<file path="src/rtl/mmio_pkg.sv">
// Shared definitions for memory-mapped peripherals on the core's data bus.
// Holds the register word offsets, the STATUS/CTRL bit positions and the
// UART transmit state enum.
package mmio_pkg;

  // Word offsets within a peripheral window (address bits [3:2]).
  localparam logic [1:0] OFF_TXDATA = 2'd0;
  localparam logic [1:0] OFF_STATUS = 2'd1;
  localparam logic [1:0] OFF_CTRL   = 2'd2;

  // STATUS bit positions.
  localparam int ST_BUSY      = 0;
  localparam int ST_FULL      = 1;
  localparam int ST_EMPTY     = 2;
  localparam int ST_OVF       = 3;
  localparam int ST_COUNT_LSB = 8;

  // CTRL bit positions.
  localparam int CTRL_TXEN  = 0;
  localparam int CTRL_IRQEN = 1;

  typedef enum logic [1:0] {
    IDLE  = 2'd0,
    START = 2'd1,
    DATA  = 2'd2,
    STOP  = 2'd3
  } uart_tx_state_t;

endpackage

</file>
<file path="src/rtl/sync_fifo.sv">
// Synchronous FIFO with occupancy count.
// Ports: clk/rst (async, active-high); push/wdata write side; pop/rdata
// read side (rdata shows the head entry, valid whenever !empty); full,
// empty, count status; drop pulses when a push is refused (full, no pop).
// A push into a full FIFO is accepted when a pop happens in the same cycle.
module sync_fifo #(
  parameter int WIDTH = 8,
  parameter int DEPTH = 8,
  localparam int AW = $clog2(DEPTH)
) (
  input  logic             clk,
  input  logic             rst,
  input  logic             push,
  input  logic             pop,
  input  logic [WIDTH-1:0] wdata,
  output logic [WIDTH-1:0] rdata,
  output logic             full,
  output logic             empty,
  output logic [AW:0]      count,
  output logic             drop
);

  logic [WIDTH-1:0] mem [DEPTH];
  logic [AW-1:0]    wr_ptr;
  logic [AW-1:0]    rd_ptr;
  logic             do_push;
  logic             do_pop;

  assign empty   = (count == '0);
  assign full    = (count == (AW+1)'(DEPTH));
  assign do_pop  = pop && !empty;
  // The slot freed by a same-cycle pop makes room for the push.
  assign do_push = push && (!full || do_pop);
  assign drop    = push && full && !do_pop;
  assign rdata   = mem[rd_ptr];

  // NOTE: sequential state uses non-blocking assignments so every register
  // samples pre-edge values regardless of process evaluation order.
  always_ff @(posedge clk or posedge rst) begin
    if (rst) begin
      wr_ptr <= '0;
      rd_ptr <= '0;
      count  <= '0;
    end else begin
      if (do_push) wr_ptr <= wr_ptr + 1'b1;
      if (do_pop)  rd_ptr <= rd_ptr + 1'b1;
      if (do_push && !do_pop)      count <= count + 1'b1;
      else if (do_pop && !do_push) count <= count - 1'b1;
    end
  end

  // NOTE: storage is deliberately not reset; the pointers and count define
  // which entries are valid, and a reset-free array maps to plain RAM.
  always_ff @(posedge clk) begin
    if (do_push) mem[wr_ptr] <= wdata;
  end

endmodule

</file>
<file path="src/rtl/mmio_uart_tx.sv">
// Memory-mapped 8N1 UART transmitter on the core's data bus.
// Ports: iCLK/iRST (async, active-high); iReadEnable, iWriteEnable,
// iByteEnable, iAddress, iWriteData from the core; oReadData (combinational
// load data, 0 when not selected), oHit (address in the 3-word window),
// oTX (serial line, idle high), oIRQ (level, FIFO drained while enabled).
// Registers: +0x0 TXDATA (write pushes byte), +0x4 STATUS (overflow W1C),
// +0x8 CTRL (TXEN, IRQEN).
module mmio_uart_tx
  import mmio_pkg::*;
#(
  parameter logic [31:0] BASE_ADDR    = 32'hFF20_0110,
  parameter int          CLKS_PER_BIT = 434,
  parameter int          FIFO_DEPTH   = 8
) (
  input  logic        iCLK,
  input  logic        iRST,
  input  logic        iReadEnable,
  input  logic        iWriteEnable,
  input  logic [3:0]  iByteEnable,
  input  logic [31:0] iAddress,
  input  logic [31:0] iWriteData,
  output logic [31:0] oReadData,
  output logic        oHit,
  output logic        oTX,
  output logic        oIRQ
);

  localparam int CW = $clog2(FIFO_DEPTH) + 1;
  localparam int BW = $clog2(CLKS_PER_BIT);

  logic [1:0]     off;
  logic           hit;
  logic           wr_sel;
  logic           push;
  logic           pop;
  logic           full;
  logic           empty;
  logic           drop;
  logic [7:0]     fifo_rdata;
  logic [CW-1:0]  count;
  logic           txen_q;
  logic           irqen_q;
  logic           ovf_q;
  uart_tx_state_t state_q, state_d;
  logic [BW-1:0]  baud_q, baud_d;
  logic [2:0]     idx_q, idx_d;
  logic [7:0]     shreg_q, shreg_d;
  logic           bit_done;
  logic [31:0]    status_word;
  logic           unused_bits;

  // Byte lanes other than 0 and the low address bits carry nothing here.
  assign unused_bits = ^{iByteEnable[3:1], iAddress[1:0], iWriteData[31:8]};

  // ---------------- bus decode ----------------
  assign off    = iAddress[3:2];
  assign hit    = (iAddress[31:4] == BASE_ADDR[31:4]) && (off != 2'b11);
  assign oHit   = hit;
  assign wr_sel = iWriteEnable && hit;
  assign push   = wr_sel && (off == OFF_TXDATA) && iByteEnable[0];
  assign pop    = (state_q == IDLE) && txen_q && !empty;

  sync_fifo #(
    .WIDTH (8),
    .DEPTH (FIFO_DEPTH)
  ) u_fifo (
    .clk   (iCLK),
    .rst   (iRST),
    .push  (push),
    .pop   (pop),
    .wdata (iWriteData[7:0]),
    .rdata (fifo_rdata),
    .full  (full),
    .empty (empty),
    .count (count),
    .drop  (drop)
  );

  // ---------------- control / status registers ----------------
  always_ff @(posedge iCLK or posedge iRST) begin
    if (iRST) begin
      txen_q  <= 1'b0;
      irqen_q <= 1'b0;
      ovf_q   <= 1'b0;
    end else begin
      if (drop)
        ovf_q <= 1'b1;
      else if (wr_sel && (off == OFF_STATUS) && iWriteData[ST_OVF])
        ovf_q <= 1'b0;
      if (wr_sel && (off == OFF_CTRL) && iByteEnable[0]) begin
        txen_q  <= iWriteData[CTRL_TXEN];
        irqen_q <= iWriteData[CTRL_IRQEN];
      end
    end
  end

  // ---------------- transmit FSM ----------------
  assign bit_done = (baud_q == BW'(CLKS_PER_BIT - 1));

  always_ff @(posedge iCLK or posedge iRST) begin
    if (iRST) begin
      state_q <= IDLE;
      baud_q  <= '0;
      idx_q   <= '0;
      shreg_q <= '0;
    end else begin
      state_q <= state_d;
      baud_q  <= baud_d;
      idx_q   <= idx_d;
      shreg_q <= shreg_d;
    end
  end

  // NOTE: every output of a combinational block gets a default first, so no
  // path leaves it unassigned and no latch is inferred.
  always_comb begin
    state_d = state_q;
    baud_d  = baud_q;
    idx_d   = idx_q;
    shreg_d = shreg_q;
    if (state_q != IDLE) baud_d = bit_done ? '0 : baud_q + 1'b1;
    unique case (state_q)
      IDLE: begin
        if (pop) begin
          state_d = START;
          baud_d  = '0;
          shreg_d = fifo_rdata;
        end
      end
      START: begin
        if (bit_done) begin
          state_d = DATA;
          idx_d   = '0;
        end
      end
      DATA: begin
        if (bit_done) begin
          if (idx_q == 3'd7) state_d = STOP;
          idx_d = idx_q + 1'b1;
        end
      end
      STOP: begin
        if (bit_done) state_d = IDLE;
      end
      default: state_d = IDLE;
    endcase
  end

  // Line level is decoded from state so reset forces it high at once.
  always_comb begin
    oTX = 1'b1;
    case (state_q)
      START:   oTX = 1'b0;
      DATA:    oTX = shreg_q[idx_q];
      default: oTX = 1'b1;
    endcase
  end

  assign oIRQ = irqen_q && empty && (state_q == IDLE);

  // ---------------- read path (combinational) ----------------
  always_comb begin
    status_word                           = '0;
    status_word[ST_BUSY]                  = (state_q != IDLE);
    status_word[ST_FULL]                  = full;
    status_word[ST_EMPTY]                 = empty;
    status_word[ST_OVF]                   = ovf_q;
    status_word[ST_COUNT_LSB +: CW]       = count;
  end

  always_comb begin
    oReadData = '0;
    if (iReadEnable && hit) begin
      case (off)
        OFF_STATUS: oReadData = status_word;
        OFF_CTRL:   oReadData = {30'd0, irqen_q, txen_q};
        default:    oReadData = '0;
      endcase
    end
  end

endmodule

</file>
<file path="config.mk">
export PLATFORM = sky130hd
export DESIGN_NAME = mmio_uart_tx
export DESIGN_NICKNAME = d
export VERILOG_FILES = /design/src/rtl/mmio_pkg.sv /design/src/rtl/sync_fifo.sv /design/src/rtl/mmio_uart_tx.sv
export SDC_FILE = /design/constraint.sdc
export NUM_CORES = 1
export LEC_CHECK = 0
export BUFFER_PORTS_ARGS = -buffer_cell sky130_fd_sc_hd__buf_2
export CAP_MARGIN = 20
export CORE_MARGIN = 5
export CORE_UTILIZATION = 59
export DETAILED_ROUTE_END_ITERATION = 8
export GPL_ROUTABILITY_DRIVEN = 1
export PLACE_DENSITY_LB_ADDON = 0.12
export SYNTH_ARGS = -nofsm -noshare
export SYNTH_HDL_FRONTEND = slang
export SYNTH_SLANG_ARGS = --single-unit
</file>
<file path="constraint.sdc">
create_clock -name iCLK -period 8.5 [get_ports iCLK]
set_input_delay 1.7 -clock iCLK [delete_from_list [all_inputs] [get_ports iCLK]]
set_output_delay 1.7 -clock iCLK [all_outputs]
set_load 0.005 [all_outputs]
</file>
Word level (Yosys, flattened, before mapping)
Memories as Yosys holds them, arrays and structs flattened. A register that Yosys moved wholly into a read port is not among the register bits.
Cells that the tools add are included.
- memories kept: 1
- input port bits: 72
- register bits: 27
- bits in writable memories: 64
- logic and storage cells: 90
- reduce and logical (&&, ||, !) cells: 34
- equality and inequality tests: 15
- magnitude comparators: 1
- add/sub/neg operators: 6
- muxes and demuxes: 24
- memories (name ; depth ; width ; read ports ; clocked after Yosys merged registers in ; wr ports ; RTL line ; source):
    u_fifo.mem ; 8 ; 8 ; 1 ; 1 ; 1 ; sync_fifo.sv:23 ; logic [WIDTH-1:0] mem [DEPTH];
- operator list (kind ; number):
    two-way mux 9 bit ; 4
    == test 28 bit (second input constant) ; 1
    case mux 12 bit (2 select lines) ; 1
    logical AND 1 bit ; 19
    two-way mux 12 bit ; 1
    two-way mux 2 bit ; 5
    != test 2 bit (second input constant) ; 5
    adder 3 x 1 -> 3 bit (second input constant) ; 3
    adder 9 x 1 -> 9 bit (second input constant) ; 1
    == test 9 bit (second input constant) ; 1
    two-way mux 4 bit ; 2
    case mux 2 bit (4 select lines) ; 1
    nonzero test 2 bit ; 4
    == test 2 bit (second input constant) ; 3
    two-way mux 3 bit ; 2
    case mux 3 bit (2 select lines) ; 1
    two-way mux 1 bit ; 5
    AND reduction 5 bit ; 1
    adder 4 x 1 -> 4 bit (second input constant) ; 1
    == test 2 x 1 -> 1 bit (second input constant) ; 2
    == test 4 bit (second input constant) ; 1
    logical NOT 1 bit ; 4
    logical NOT 2 bit ; 2
    logical NOT 4 bit ; 1
    9 further kinds ; 9

Logic depth before layout (Yosys ltp)
- depth after elaboration: 10
- mapped depth: 13

Modules after synthesis
Synthesis repeated with hierarchy kept, for this count alone.
- cells, all modules: 355
- area, all modules: 4830.9 µm²
- by module, submodules not included (module ; sequential area each (µm²) ; times used ; cells each ; area each (µm²)):
    sync_fifo ; 2172.1 ; 1 ; 158 ; 3064.2
    mmio_uart_tx ; 625.6 ; 1 ; 197 ; 1766.7

Least setup slack after synthesis
OpenSTA, ideal clock, no wires.
- path kind: in2out
- start: in iAddress[2]
- end: out oReadData[0]
- data arrival time: 2.942 ns
- stages: 6
- setup slack: 3.858 ns
- cells stage by stage: ha_1 > nor3b_1 > nand4_1 > or2_1 > buf_2 > nor3_1
- word-level cells in the longest chain between the ends: 4
- elaborated cells on any way between the ends: 7
- ends and longest elaborated chain (item ; RTL line ; source):
    start, declared ; mmio_uart_tx.sv:20 ; input logic [31:0] iAddress,
    branches (longest 3 deep; another with case mux 12 bit (2 select lines)) ; -- ;
    two-way mux 12 bit (*) ; mmio_uart_tx.sv:173 ; if (iReadEnable && hit) begin
    end, declared ; mmio_uart_tx.sv:22 ; output logic [31:0] oReadData,
Every way passes the cells marked *.

Final worst setup path
- start: in iAddress[2]
- end: out oReadData[1]
The elaborated chain is that of the path after synthesis.

==> impl_metrics.prom <==
# TYPE chip_impl_metric gauge
chip_impl_metric{name="postSynth.asyncResetShare",unit=""} 0.354
chip_impl_metric{name="drt_wl_total",unit="mm"} 8.63
chip_impl_metric{name="grt.overflow.total",unit=""} 0
chip_impl_metric{name="ys_seq_area_frac",unit=""} 0.576
chip_impl_info{name="clock_tree.root_cell",value="sky130_fd_sc_hd__clkbuf_8"} 1
chip_impl_info{name="critPathSlowestCell",value="sky130_fd_sc_hd__or2_1"} 1
chip_impl_info{name="critical_path.endpoint_type",value="output port"} 1
chip_impl_metric{name="via_count_of_the_first_global_routing_pass",unit=""} 2867
chip_impl_info{name="most-common-layout-cells",value="64 x sky130_fd_sc_hd__edfxtp_1, 53 x sky130_fd_sc_hd__buf_2, 35 x sky130_fd_sc_hd__dfrtp_1"} 1
chip_impl_info{name="cp_cell_sequence",value="buf_2 > ha_1 > nor3b_1 > nand4_1 > or2_1 > nor3_1 > buf_2"} 1
chip_impl_metric{name="yosysWarningCount",unit=""} 0
chip_impl_metric{name="gp_congestion",unit=""} 0.760
chip_impl_metric{name="layout_worst_path_cycle_share",unit=""} 0.590
chip_impl_metric{name="max-cap-violations",unit=""} 0
chip_impl_metric{name="total_via_count_after_detailed_routing",unit=""} 2791
chip_impl_info{name="worstReg2RegStart",value="state_q[0]$_DFFE_PP0P_"} 1
chip_impl_metric{name="floorplan.io_pins",unit=""} 107
chip_impl_metric{name="htree_levels",unit=""} 3
chip_impl_info{name="critical_path.reg2reg.endpoint",value="u_fifo.count[3]$_DFFE_PP0P_"} 1
chip_impl_info{name="worst_hold_path.endpoint",value="shreg_q[5]$_DFFE_PP0P_"} 1
chip_impl_info{name="post_synth_top_flop",value="sky130_fd_sc_hd__edfxtp_1"} 1
chip_impl_metric{name="core",unit="sq um"} 8130
chip_impl_metric{name="cts_buffers",unit=""} 9
chip_impl_metric{name="buffer_ports.inserted",unit=""} 53
chip_impl_info{name="worstSetupStartpointType",value="input pin"} 1
chip_impl_info{name="cp_top_family",value="simple AND/OR/NAND/NOR gates"} 1
chip_impl_metric{name="hold-path-cell-count",unit=""} 2
chip_impl_metric{name="timing.reg2reg.setup_slack",unit="ns"} 4.98
chip_impl_metric{name="clk_transition_reported_paths",unit="ns"} 0.10
chip_impl_metric{name="detail_route.iter0.violations",unit=""} 116
chip_impl_metric{name="holdBufCountCts",unit=""} 0
chip_impl_metric{name="slew-limit-headroom",unit=""} 0.457
chip_impl_metric{name="synth_cell_types",unit=""} 60
chip_impl_info{name="critPathLaunch",value="iAddress[2]"} 1
chip_impl_metric{name="layout_min_cycle_time",unit="ns"} 5.01
chip_impl_metric{name="vdd.ir_drop.worst",unit="uV"} 164
chip_impl_info{name="cts_tree",value="done"} 1
chip_impl_metric{name="drt_pre_antenna_iters",unit=""} 4
chip_impl_info{name="class_of_the_worst_hold_path",value="reg2reg"} 1
chip_impl_metric{name="post-cts-setup-buffers",unit=""} 0
chip_impl_metric{name="synth.cell_area",unit="sq um"} 4860
chip_impl_metric{name="floorplan.die_area",unit="sq um"} 10200
chip_impl_metric{name="clock_latency",unit="ns"} 0.37
chip_impl_metric{name="post-route-drc-count",unit=""} 0
chip_impl_metric{name="final_net_count",unit=""} 482
chip_impl_metric{name="skew",unit="ns"} 0.0177
chip_impl_metric{name="floorplan.die.height",unit="microns"} 101
chip_impl_metric{name="flow.area_growth_from_synthesis",unit="%"} 9.55
chip_impl_metric{name="antenna_left",unit=""} 0
chip_impl_metric{name="routed_wire_length_per_instance",unit="microns"} 17.2
chip_impl_metric{name="synthCells",unit=""} 340
chip_impl_metric{name="final.fill_count",unit=""} 619
chip_impl_metric{name="detailedPlacementHpwl",unit="mm"} 6.21
chip_impl_metric{name="initial_cell_density_of_the_core",unit=""} 0.597
chip_impl_info{name="worstSetupPathType",value="in2out"} 1
chip_impl_metric{name="antenna_violations_before_repair",unit=""} 0
chip_impl_metric{name="avgViaCountPerCell",unit=""} 5.57
chip_impl_metric{name="grt_first_pass_wirelength",unit="mm"} 14.4
chip_impl_metric{name="grt_start_max_net_pins",unit=""} 23
chip_impl_metric{name="synth_enable_flop_cells",unit=""} 64
chip_impl_metric{name="timing.final.max_slew_violations",unit=""} 0
chip_impl_metric{name="clockBufferDepth",unit=""} 2
chip_impl_metric{name="syn_area_per_cell",unit="sq um"} 14.3
chip_impl_metric{name="leakage",unit="nW"} 2.11
chip_impl_metric{name="die_w",unit="microns"} 101
chip_impl_info{name="critical_path.most_common_cell",value="sky130_fd_sc_hd__buf_2"} 1
chip_impl_metric{name="finalWorstSetupSlack",unit="ns"} 3.49
chip_impl_metric{name="ys_seq_elements",unit=""} 99
chip_impl_metric{name="total_of_cells_resized_after_clock_tree_synthesis",unit=""} 0
chip_impl_metric{name="pre_cts_ws",unit="ns"} 3.50
chip_impl_metric{name="critical_path_arrival",unit="ns"} 3.31
chip_impl_info{name="grt_setup_unrepaired",value="false"} 1
chip_impl_metric{name="grt_usage",unit=""} 0.185
chip_impl_metric{name="critical_path.max_stage_delay",unit="ns"} 0.43
chip_impl_metric{name="power_density",unit="nW/um^2"} 158
chip_impl_metric{name="clock.fmax",unit="MHz"} 200
chip_impl_metric{name="reg2regPathDepth",unit=""} 11
chip_impl_metric{name="maximum_fanout_count_along_the_critical_path",unit=""} 10
chip_impl_metric{name="cts_sinks",unit=""} 99
chip_impl_metric{name="antenna_cells_inserted",unit=""} 0
chip_impl_metric{name="rows",unit=""} 33
chip_impl_metric{name="critPathBufInv",unit=""} 2
chip_impl_metric{name="finalSetupTns",unit="ns"} 0
chip_impl_metric{name="cp.required",unit="ns"} 6.80
chip_impl_info{name="run_status",value="finished, final reports clean"} 1
chip_impl_info{name="most_common_cell_after_layout_fill_and_taps_aside",value="sky130_fd_sc_hd__edfxtp_1"} 1
chip_impl_metric{name="finalSetupViolCount",unit=""} 0
chip_impl_metric{name="hold_viol",unit=""} 0
chip_impl_metric{name="worst_slew_pin_slew",unit="ns"} 0.814
chip_impl_metric{name="post_route_cells_drive_above_1_share",unit=""} 0.263
chip_impl_info{name="worstHoldStart",value="shreg_q[5]$_DFFE_PP0P_"} 1
-- final cells by class --
class | count | area [sq um] | area share
flip-flops and latches | 99 | 2800 | 0.525
multi-input cells | 210 | 1830 | 0.343
repair buffers | 55 | 300 | 0.0564
well taps | 105 | 131 | 0.0247
clock buffers | 9 | 124 | 0.0233
clock inverters | 7 | 83.8 | 0.0157
inverters | 16 | 60.1 | 0.0113
-- logic make-up (layout without fill, tap and decap cells) --
family	Yosys count	in the layout	share of synthesized area
AND/OR/NAND/NOR	82	82	0.110
flip-flops	99	99	0.576
buffers and inverters	54	87	0.0662
other	1	24	0.000772
adder cells (fa/ha/maj)	19	19	0.0505
multiplexers	37	37	0.124
AO/OA/AOI/OAI	40	40	0.0584
XOR/XNOR	8	8	0.0144
-- metrics by stage --
step / hold slack (ns) / instance area [sq um] / total power [mW] / std cells / util
final: 0.497 / 5320 / 0.841 / 501 / 0.655
after global routing: 0.533 / 5320 / 0.877 / 501 / 0.655
after CTS: 0.501 / 5300 / 0.850 / 500 / 0.651
after detailed placement: 0.476 / 5090 / 0.549 / 484 / 0.626
after global placement: 0.464 / 5090 / 0.548 / 484 / 0.626
after floorplan: 0.450 / 4950 / 0.541 / 363 / -
-- registers in the layout, indices dropped and copies added, names as in the netlist --
signal / count
irqen_q: 1
baud_q: 9
state_q: 2
u_fifo.wr_ptr: 3
u_fifo.count: 4
u_fifo.rd_ptr: 3
txen_q: 1
shreg_q: 8
idx_q: 3
ovf_q: 1
u_fifo.mem: 64
-- synth_stat cells (all sizes together) (4+ instances only) --
library cell / count / share of area
edfxtp: 64 / 0.40
dfrtp: 35 / 0.18
buf: 33 / 0.049
nand2: 24 / 0.019
ha: 18 / 0.046
mux4: 18 / 0.083
inv: 16 / 0.012
o21ai: 14 / 0.014
mux2i: 12 / 0.025
nor3: 10 / 0.010
nor2: 9 / 0.0070
mux2: 7 / 0.016
a21oi: 6 / 0.0070
nand3: 6 / 0.0088
nor4: 6 / 0.013
and4b: 5 / 0.010
clkbuf: 5 / 0.0044
xnor2: 5 / 0.0090
nand4: 4 / 0.0064
-- worst min-delay path, stage by stage, from the launching register on --
cell,delay (ns)
sky130_fd_sc_hd__dfrtp_1,0.36
sky130_fd_sc_hd__nand2_1,0.05
sky130_fd_sc_hd__o21ai_1,0.06
-- worst max path at each step --
stage	to	slack, ns	cells past startpoint
3_5_place_dp	oReadData[1]	3.50	7
6_report	oReadData[1]	3.49	7
5_1_grt	oReadData[2]	3.35	7
4_1_cts	oReadData[1]	3.48	7
2_1_floorplan	oReadData[0]	3.86	6
3_3_place_gp	oReadData[1]	3.51	7
-- routing by layer --
layer  vias up  part of all wire  global-route usage
met5         -                 0                   0
met4         0             0.012              0.0518
li1       1337                 -                   -
met1      1388              0.41               0.235
met3         8             0.044              0.0394
met2        58              0.54               0.321
-- power breakdown --
group / switching, mW / internal [mW] / total, mW
combinational: 0.0165 / 0.00952 / 0.0261
clock: 0.183 / 0.119 / 0.302
sequential: 0.0000515 / 0.513 / 0.513
No activity file was read; power rests on OpenSTA's default activity.
